`src/rtl/calc_datapath.sv`:
```
// calc_datapath: calculator register/ALU datapath driven by synchronized control-unit level strobes
module calc_datapath #(
    parameter int W           = 4,
    parameter int SYNC_STAGES = 2
) (
    input  logic         clock,
    input  logic         clear,
    input  logic         reset,
    input  logic [W-1:0] data_in,
    input  logic         LdA,
    input  logic         LdB,
    input  logic         LdR,
    input  logic         AddSub,
    input  logic         LdOU,
    input  logic         IUAU,
    output logic         out_sign,
    output logic [W-1:0] out_mag,
    output logic         ovf,
    output logic         r_valid,
    output logic         seq_err
);
    // Control bundle order: {IUAU, LdOU, AddSub, LdR, LdB, LdA, reset}; IUAU idles high.
    localparam logic [6:0] CTL_RST = 7'b100_0000;

    logic [6:0]   sync_q [SYNC_STAGES];
    logic [6:0]   s;
    logic [2:0]   edge_q, edge_d, pulse;
    logic [W-1:0] a_q, a_d, b_q, b_d, r_q, r_d, out_q, out_d;
    logic         a_valid_q, a_valid_d, b_valid_q, b_valid_d;
    logic         r_valid_q, r_valid_d, ovf_q, ovf_d, seq_err_q, seq_err_d;
    logic [W-1:0] b_op, sum;
    logic         sum_ovf;

    assign s     = sync_q[SYNC_STAGES-1];
    assign pulse = s[3:1] & ~edge_q;

    // Subtraction as A + ~B + 1 so one overflow rule covers both operations.
    assign b_op    = s[4] ? ~b_q : b_q;
    assign sum     = a_q + b_op + {{(W-1){1'b0}}, s[4]};
    assign sum_ovf = (a_q[W-1] == b_op[W-1]) && (sum[W-1] != a_q[W-1]);

    // Control inputs come from another timing domain: plain flop chain per bit.
    always_ff @(posedge clock or negedge clear) begin
        if (!clear) begin
            for (int i = 0; i < SYNC_STAGES; i++) sync_q[i] <= CTL_RST;
        end else begin
            sync_q[0] <= {IUAU, LdOU, AddSub, LdR, LdB, LdA, reset};
            for (int i = 1; i < SYNC_STAGES; i++) sync_q[i] <= sync_q[i-1];
        end
    end

    // Next state: synced reset clears everything; otherwise apply one-shot loads and output tracking.
    always_comb begin
        a_d       = a_q;
        b_d       = b_q;
        r_d       = r_q;
        out_d     = out_q;
        a_valid_d = a_valid_q;
        b_valid_d = b_valid_q;
        r_valid_d = r_valid_q;
        ovf_d     = ovf_q;
        seq_err_d = seq_err_q;
        edge_d    = s[3:1];
        if (s[0]) begin
            a_d       = '0;
            b_d       = '0;
            r_d       = '0;
            out_d     = '0;
            a_valid_d = 1'b0;
            b_valid_d = 1'b0;
            r_valid_d = 1'b0;
            ovf_d     = 1'b0;
            seq_err_d = 1'b0;
            edge_d    = '0;
        end else begin
            if (pulse[0]) begin
                a_d       = data_in;
                a_valid_d = 1'b1;
            end
            if (pulse[1]) begin
                b_d       = data_in;
                b_valid_d = 1'b1;
            end
            if (pulse[2] && a_valid_q && b_valid_q) begin
                r_d       = sum;
                ovf_d     = sum_ovf;
                r_valid_d = 1'b1;
                seq_err_d = 1'b0;
            end else if (pulse[2]) begin
                seq_err_d = 1'b1;
            end
            if (s[5]) out_d = s[6] ? data_in : r_q;
        end
    end

    // Datapath state registers.
    always_ff @(posedge clock or negedge clear) begin
        if (!clear) begin
            a_q       <= '0;
            b_q       <= '0;
            r_q       <= '0;
            out_q     <= '0;
            a_valid_q <= 1'b0;
            b_valid_q <= 1'b0;
            r_valid_q <= 1'b0;
            ovf_q     <= 1'b0;
            seq_err_q <= 1'b0;
            edge_q    <= '0;
        end else begin
            a_q       <= a_d;
            b_q       <= b_d;
            r_q       <= r_d;
            out_q     <= out_d;
            a_valid_q <= a_valid_d;
            b_valid_q <= b_valid_d;
            r_valid_q <= r_valid_d;
            ovf_q     <= ovf_d;
            seq_err_q <= seq_err_d;
            edge_q    <= edge_d;
        end
    end

    assign out_sign = out_q[W-1];
    assign out_mag  = out_q[W-1] ? -out_q : out_q;
    assign ovf      = ovf_q;
    assign r_valid  = r_valid_q;
    assign seq_err  = seq_err_q;
endmodule

```
`config.mk`:
```
export PLATFORM = sky130hd
export DESIGN_NAME = calc_datapath
export DESIGN_NICKNAME = d
export VERILOG_FILES = /design/src/rtl/calc_datapath.sv
export SDC_FILE = /design/constraint.sdc
export NUM_CORES = 1
export LEC_CHECK = 0
export ABC_CLOCK_PERIOD_IN_PS = 1500
export BUFFER_PORTS_ARGS = -buffer_cell sky130_fd_sc_hd__buf_4
export CAP_MARGIN = 30
export CORE_ASPECT_RATIO = 0.7
export CORE_MARGIN = 2
export CORE_UTILIZATION = 53
export CTS_BUF_LIST = sky130_fd_sc_hd__clkbuf_8
export CTS_CLUSTER_SIZE = 30
export DETAILED_ROUTE_END_ITERATION = 10
export GPL_TIMING_DRIVEN = 0
export PLACE_DENSITY = 0.85
export SLEW_MARGIN = 20
export SYNTH_ARGS = -nofsm -noshare
export SYNTH_HDL_FRONTEND = slang
export SYNTH_SLANG_ARGS = --single-unit
```
`constraint.sdc`:
```
create_clock -name clock -period 1.5 [get_ports clock]
set_input_delay 0.45 -clock clock [delete_from_list [all_inputs] [get_ports clock]]
set_output_delay 0.45 -clock clock [all_outputs]
set_load 0.005 [all_outputs]
```
==> qor.csv, run 1 <==
stage,metric,value,unit
status,status,"complete, but fails checks",
status,failed_checks,setup timing,
pwr,power.density,1210,nW/um2
detailed_routing,via_per_inst,5.09,
logic_synthesis,yosysTopAreaCell,dfrtp_1,
clock_tree,cts_root_buf,clkbuf_8,
critical_path,crit_slowest_cell,dfrtp_1,
finish,n_antenna_cell,0,
detailed_routing,drt_iter0_drc,17,
critical_path,crit_chain,inv_2 -> ha_4 -> nand2b_4 -> xnor2_2 -> buf_4,
pwr,vdd_drop_max,0.799,mV
clock_tree,numCtsBuffers,5,
timing,fmax,586,MHz
timing,finalHoldViolations,0,
logic_synthesis,yosysTopAreaCellShare,0.582,
logic_synthesis,synth-seq-cells,38,
critical_path,cp_num_buf_inv,2,
pwr,p_sw_frac,0.219,
floorplan,rows,16,
timing,fin_skew,5.85,ps
placed_design,pre_cts_ws,-245,ps
finish,nets,177,
pwr,combPwrFrac,0.121,
finish,layout_commonest_cell,dfrtp_1,
clock_tree,htreeDepth,2,
pwr,p_int,1.90,mW
finish,final_cell_mix,"dfrtp_1 (35), buf_4 (26), nor2_1 (17), mux2i_1 (12)",
timing,final_max_slew_viol_count,0,
detailed_routing,drt-total-wl,2810,um
timing,min_period_over_period,1.14,
detailed_routing,drc,0,
logic_synthesis,synth.avg_cell_area,12.4,um2
detailed_routing,ant_nets,0,
finish,final_area,2020,um2
timing,rsz0062_at_grt,true,
floorplan,die_w,68.6,um
clock_tree,clkLatencyLatePin,290,ps
finish,fillers,195,
grt,overflow,0,
logic_synthesis,synth_cells,125,
grt,grt_pass1_vias,1051,
grt,antenna_found_initial,0,
pwr,power_frac_clock,0.421,
critical_path,startpoint_type,flip-flop,
grt,grt_max_degree,39,
logic_synthesis,synth.top_cells.by_area,"dfrtp_1 (58%), mux2i_1 (7.8%), nor2_1 (4.1%)",
finish,area_growth,30.2,%
critical_path,rrSetupSlack,-190,ps
critical_path,path_max_fanout,2,
placed_design,portBuffers,20,
critical_path,worstPathRequired,1050,ps
detailed_routing,first_pass_iters,4,
critical_path,endpoint_kind,output pin,
logic_synthesis,synth_area,1550,um2
critical_path,path_class,reg2out,
detailed_routing,routed-via-count,1003,
timing,slew_headroom,0.661,
pwr,power.share.sequential,0.459,
timing,finalSetupViolations,7,
critical_path,arrival,1260,ps
grt,grt_usage,0.190,
critical_path,critPathTopFamily,flip-flops,
timing,timing.final.ws_setup,-206,ps
floorplan,core-area,2780,um2
run,maxCapViolations,0,
logic_synthesis,postSynthNetCount,142,
placed_design,hpwlAfterDp,1860,um
finish,fin_util,0.725,
grt,grt_pass1_wl,4530,um
pwr,leakage,0.985,nW
placed_design,placed_cell_area,1750,um2
placed_design,gp_congestion,0.760,
pwr,switching_power,533,uW
logic_synthesis,yosysSeqAreaShare,0.616,
logic_synthesis,yosys_warnings,0,
clock_tree,cts.sinks,38,
hold_path,hold_class,in2async,
finish,seqCellArea,955,um2
finish,multi_input_area,601,um2
floorplan,initial_core_util,0.557,
logic_synthesis,synth_cell_type_count,28,
timing,tightestPinTransition,508,ps
finish,drive_above_1_share,0.342,
floorplan,fp.dieArea,3380,um2
timing,fin_crit,1710,ps
detailed_routing,wl_per_cell,14.2,um
floorplan,num_io_pins,21,
critical_path,cpPeakStageDelay,380,ps
floorplan,chipHeight,49.2,um
clock_tree,cts_tree,yes,
clock_tree,clkTransAtPathRegs,80,ps
clock_tree,cts_buffer_depth,2,
[power groups by stage]
stage | logic [mW] | registers, mW | clock network, mW
CTS | 0.281 | 1.11 | 1.04
floorplan | 0.151 | 1.12 | 0
finish | 0.294 | 1.12 | 1.02
detailed placement | 0.244 | 1.13 | 0
global placement | 0.233 | 1.13 | 0
global route | 0.329 | 1.12 | 1.09
[through the flow]
| stage | instances | TNS (ps) | total power [mW] | hold slack [ps] |
|---|---|---|---|---|
| after floorplan | 125 | -275 | 1.28 | 154 |
| after global placement | 181 | -433 | 1.36 | 333 |
| after detailed placement | 181 | -532 | 1.38 | 342 |
| after CTS | 195 | -932 | 2.44 | 121 |
| after global routing | 197 | -1390 | 2.55 | 135 |
| final | 197 | -900 | 2.43 | 108 |
[final timing paths]
| kind | depth (start not counted) | start | end |
|---|---|---|---|
| setup / recovery | 5 | out_q[0] | out_mag[2] |
| hold / removal | 1 | clear | out_q[3] |
| setup reg to reg | 6 | s[4] | r_q[3] |
| hold reg to reg | 0 | sync_q[11] | s[4] |
| max in group asynchronous | 1 | clear | s[4] |
| min in group clock | 1 | AddSub | sync_q[11] |
[final cells by class]
type                            instances  area share
Inverter                                6      0.0112
Multi-Input combinational cell         73       0.298
Tap cell                               36      0.0223
Clock inverter                          3      0.0341
Timing Repair Buffer                   28       0.108
Buffer                                  8      0.0192
Sequential cell                        38       0.473
Clock buffer                            5      0.0341
[metal layers]
metal,global-route usage,up-vias,part of all wire
met3,0.0739,2,0.057
met1,0.217,496,0.43
met2,0.321,21,0.51
met4,0.0600,0,0.0043
li1,-,484,-
met5,0,-,0
[synth_stat cells]
cell type and n:
nor3b_1 1, dfrtp_1 36, nor4b_1 1, fa_1 1
nor3_1 1, dfstp_2 2, mux2i_1 12, o21ai_0 1
a21oi_1 4, a31o_4 1, buf_2 1, ha_1 3
nand4b_1 1, clkbuf_1 5, a211oi_1 6, xor2_1 3
nor2b_1 3, o32ai_1 1, xnor2_1 6, a21o_1 2
nor2_1 17, and4_1 1, buf_4 1, nand2b_1 3
buf_1 1, mux2_4 1, nand2_1 4, inv_1 6
[kinds of logic (layout without fill, tap and decap cells)]
| logic type | after synthesis | after routing | share of synthesized area |
|---|---|---|---|
| buf+inv | 14 | 50 | 0.0372 |
| fa+ha+maj | 4 | 4 | 0.0372 |
| flops | 38 | 38 | 0.616 |
| simple gates | 32 | 32 | 0.100 |
| mux | 13 | 13 | 0.0872 |
| compound gates | 15 | 15 | 0.0719 |
| xor+xnor | 9 | 9 | 0.0509 |
[state kept, by name (all words and copies together) (netlist names)]
register   cells
out_q          4
a_valid_q      1
edge_q         3
r_valid        1
b_valid_q      1
sync_q         7
s              7
a_q            4
r_q            4
b_q            4
ovf            1
seq_err        1
[repair_timing]
| item | CTS | global route |
|---|---|---|
| setup endpoints to repair | 7 | 8 |
| hold endpoints to repair | 0 | 0 |
| hold buffers | 0 | 0 |
| gates resized for setup | 9 | 8 |
| setup buffers | 6 | 2 |
| pin swaps | 3 | 2 |
(Power assumes the default switching activity.)
==> run 2, diff against run 1 <==
Settings changed: ABC_AREA set to 1, BUFFER_PORTS_ARGS -buffer_cell sky130_fd_sc_hd__buf_4 to unset, CORE_UTILIZATION 53 to 48, DONT_BUFFER_PORTS set to 1, PLACE_DENSITY 0.85 to 0.73.
==> qor.csv, run 2 <==
stage,metric,value,unit,change
logic_synthesis,yosys_warnings,0,,unchanged
finish,n_antenna_cell,0,,unchanged
clock_tree,cts_buffer_depth,2,,unchanged
finish,fillers,269,,+38%
timing,fin_crit,1610,ps,-99.8 ps
pwr,power.density,1200,nW/um2,-0.53%
logic_synthesis,synth_flop_cell,dfrtp_1,,
clock_tree,cts_root_buf,clkbuf_8,,
timing,fin_skew,6.84,ps,+0.992 ps
clock_tree,cts_tree,yes,,
grt,antenna_found_initial,0,,unchanged
detailed_routing,ant_nets,0,,unchanged
timing,tightestPinTransition,412,ps,-96.2 ps
critical_path,cp_num_buf_inv,2,,unchanged
critical_path,rr_worst_depth,10,,+4
finish,layout_commonest_cell,nand2_1,,
logic_synthesis,yosysTopAreaCellShare,0.555,,-0.0265
timing,rsz0062_at_grt,true,,
timing,final_max_slew_viol_count,0,,unchanged
hold_path,hold_class,in2reg,,
pwr,vdd_drop_max,0.809,mV,+1.3%
clock_tree,cts.sinks,38,,unchanged
clock_tree,clkLatencyLatePin,290,ps,about the same
critical_path,path_max_fanout,2,,unchanged
grt,grt_usage,0.184,,-0.00577
logic_synthesis,postSynthNetCount,186,,+31%
detailed_routing,drt-total-wl,3130,um,+12%
logic_synthesis,async_flop_share,1.00,,unchanged
critical_path,endpoint_kind,output pin,,
run,maxCapViolations,0,,unchanged
logic_synthesis,synth_cell_type_count,26,,-7.1%
detailed_routing,routed-via-count,1163,,+16%
logic_synthesis,synth_top_cells_by_count,"nand2_1 (45), dfrtp_1 (36), inv_1 (24), nor2_1 (16), nand3_1 (7)",,
floorplan,num_io_pins,21,,unchanged
logic_synthesis,synth_area,1620,um2,+4.8%
floorplan,chipHeight,52.6,um,+6.9%
detailed_routing,drc,0,,unchanged
logic_synthesis,synth_edf_count,0,,unchanged
timing,timing.final.ws_setup,-107,ps,+99.8 ps
logic_synthesis,yosysTopAreaCell,dfrtp_1,,
critical_path,cpPeakStageDelay,390,ps,about the same
pwr,leakage,1.06,nW,+7.3%
grt,grt_pass1_wl,5110,um,+13%
critical_path,worstPathRequired,1050,ps,about the same
timing,slew_headroom,0.725,,+0.0631
logic_synthesis,synth.avg_cell_area,9.60,um2,-23%
timing,finalHoldWorstSlack,152,ps,+44.5 ps
clock_tree,htreeDepth,2,,unchanged
critical_path,rrSetupSlack,-90,ps,+100 ps
critical_path,crit_cells,5,,unchanged
critical_path,reg2reg_to,out_q[0],,
timing,finalSetupTns,-416,ps,+484 ps
critical_path,crit_chain,inv_2 -> ha_4 -> nor2_4 -> xor2_1 -> inv_1,,
critical_path,startpoint_type,flip-flop,,
detailed_routing,wl_per_cell,13.3,um,-6.4%
logic_synthesis,synth_most_common_cell,nand2_1,,
finish,area_growth,25.8,%,
status,status,"complete, but fails checks",,
finish,drive_above_1_share,0.284,,-0.0574
finish,fin_util,0.640,,-0.0852
grt,grt_max_degree,39,,unchanged
timing,fmax,622,MHz,+6.2%
floorplan,rows,17,,+1
logic_synthesis,yosysSeqAreaShare,0.588,,-0.0280
logic_synthesis,synth-seq-cells,38,,unchanged
timing,min_period_over_period,1.07,,-0.0665
grt,grt_pass1_vias,1134,,+7.9%
placed_design,hpwlAfterDp,2010,um,+8.0%
critical_path,startpoint,out_q[1],,
timing,finalHoldViolations,0,,unchanged
placed_design,gp_congestion,0.866,,+14%
grt,overflow,0,,unchanged
floorplan,initial_core_util,0.509,,-0.0480
detailed_routing,drt_iter0_drc,32,,+15
clock_tree,numCtsBuffers,5,,unchanged
floorplan,fp.dieArea,3870,um2,+15%
critical_path,endpoint,out_mag[2],,
detailed_routing,via_per_inst,4.95,,-2.8%
detailed_routing,first_pass_iters,4,,unchanged
critical_path,path_class,reg2out,,
critical_path,timing.rr.start,out_q[0],,
critical_path,crit_slowest_cell,dfrtp_1,,
finish,fin_cells,235,,+19%
placed_design,portBuffers,0,,-100%
logic_synthesis,synth_cells,169,,+35%
timing,finalSetupViolations,8,,+1
status,failed_checks,setup timing,,
placed_design,dp_cells,207,,+14%
critical_path,critPathTopFamily,flip-flops,,
clock_tree,clkTransAtPathRegs,70,ps,about the same
floorplan,die_w,73.5,um,+7.1%
critical_path,arrival,1160,ps,-100 ps
finish,final_cell_mix,"nand2_1 (43), dfrtp_1 (35), inv_1 (19), buf_4 (19), nor2_1 (15)",,
floorplan,core-area,3190,um2,+15%
logic_synthesis,synth.top_cells.by_area,"dfrtp_1 (56%), nand2_1 (10%), inv_1 (5.6%)",,
finish,nets,213,,+20%
[run 2: cell types whose count changed in the layout (fill, tap and decap cells not counted), sizes merged, moves of 6 or more]
cell    previous run  this run
nand2              4        47
inv                6        25
buf               31        22
nand3              0         9
mux2i             12         4
a211oi             6         0
o21ai              1         7
[run 2: cell families after synthesis]
group	after synthesis	share of synthesized area
AND/OR/NAND/NOR	77	0.210
flip-flops	38	0.588
buffers and inverters	28	0.0717
AO/OA/AOI/OAI	13	0.0432
XOR/XNOR	5	0.0270
multiplexers	4	0.0247
adder cells (fa/ha/maj)	4	0.0355
[run 2: per-layer routing]
layer | vias to the layer above | GRT usage | wire (um)
met2 | 26 | 0.292 | 1430
met5 | - | 0 | 0
li1 | 577 | - | -
met3 | 9 | 0.0635 | 172
met4 | 0 | 0.0970 | 79
met1 | 551 | 0.221 | 1450
[run 2: worst register-to-register path: cells and delay by family (launching register included)]
| kind | cells | cell delay, ps |
|---|---|---|
| compound gates | 1 | 120 |
| flops | 1 | 360 |
| buf+inv | 9 | 1020 |
[run 2: where the power goes]
| group | internal [mW] | switching, mW | total [mW] |
|---|---|---|---|
| combinational | 0.123 | 0.157 | 0.280 |
| sequential | 1.08 | 0.0315 | 1.11 |
| clock | 0.709 | 0.354 | 1.06 |
| total | 1.91 | 0.543 | 2.45 |
[run 2: cell type report]
| type | instances | area (um2) | area share |
|---|---|---|---|
| inverters | 25 | 93.8 | 0.0460 |
| well taps | 38 | 47.5 | 0.0233 |
| clock inverters | 2 | 60.1 | 0.0294 |
| repair buffers | 20 | 165 | 0.0809 |
| flip-flops and latches | 38 | 955 | 0.468 |
| plain buffers | 3 | 22.5 | 0.0110 |
| clock buffers | 6 | 82.6 | 0.0405 |
| multi-input cells | 103 | 614 | 0.301 |
[run 2: through the flow]
step,worst slack [ps],power (mW),instance area (um2)
after detailed placement,-119,1.31,1670
after global placement,-111,1.30,1670
final,-107,2.45,2040
after global routing,-171,2.56,2040
after CTS,-107,2.44,1970
after floorplan,28.2,1.27,1620
[run 2: repair_timing]
item | CTS | global route
setup endpoints to repair | 6 | 8
hold buffers | 2 | 0
resized for setup | 11 | 9
hold endpoints to repair | 38 | 0
pin swaps | 7 | 10
buffers inserted | 12 | 6
cloned | 0 | 0
[run 2: how the worst min path moves through the flow]
stage,startpoint,to,depth (start not counted)
after CTS,IUAU,sync_q[13],0
after floorplan,clear,a_q[0],0
after global routing,IUAU,sync_q[13],0
after detailed placement,clear,s[1],0
final,IUAU,sync_q[13],0
after global placement,clear,sync_q[8],0
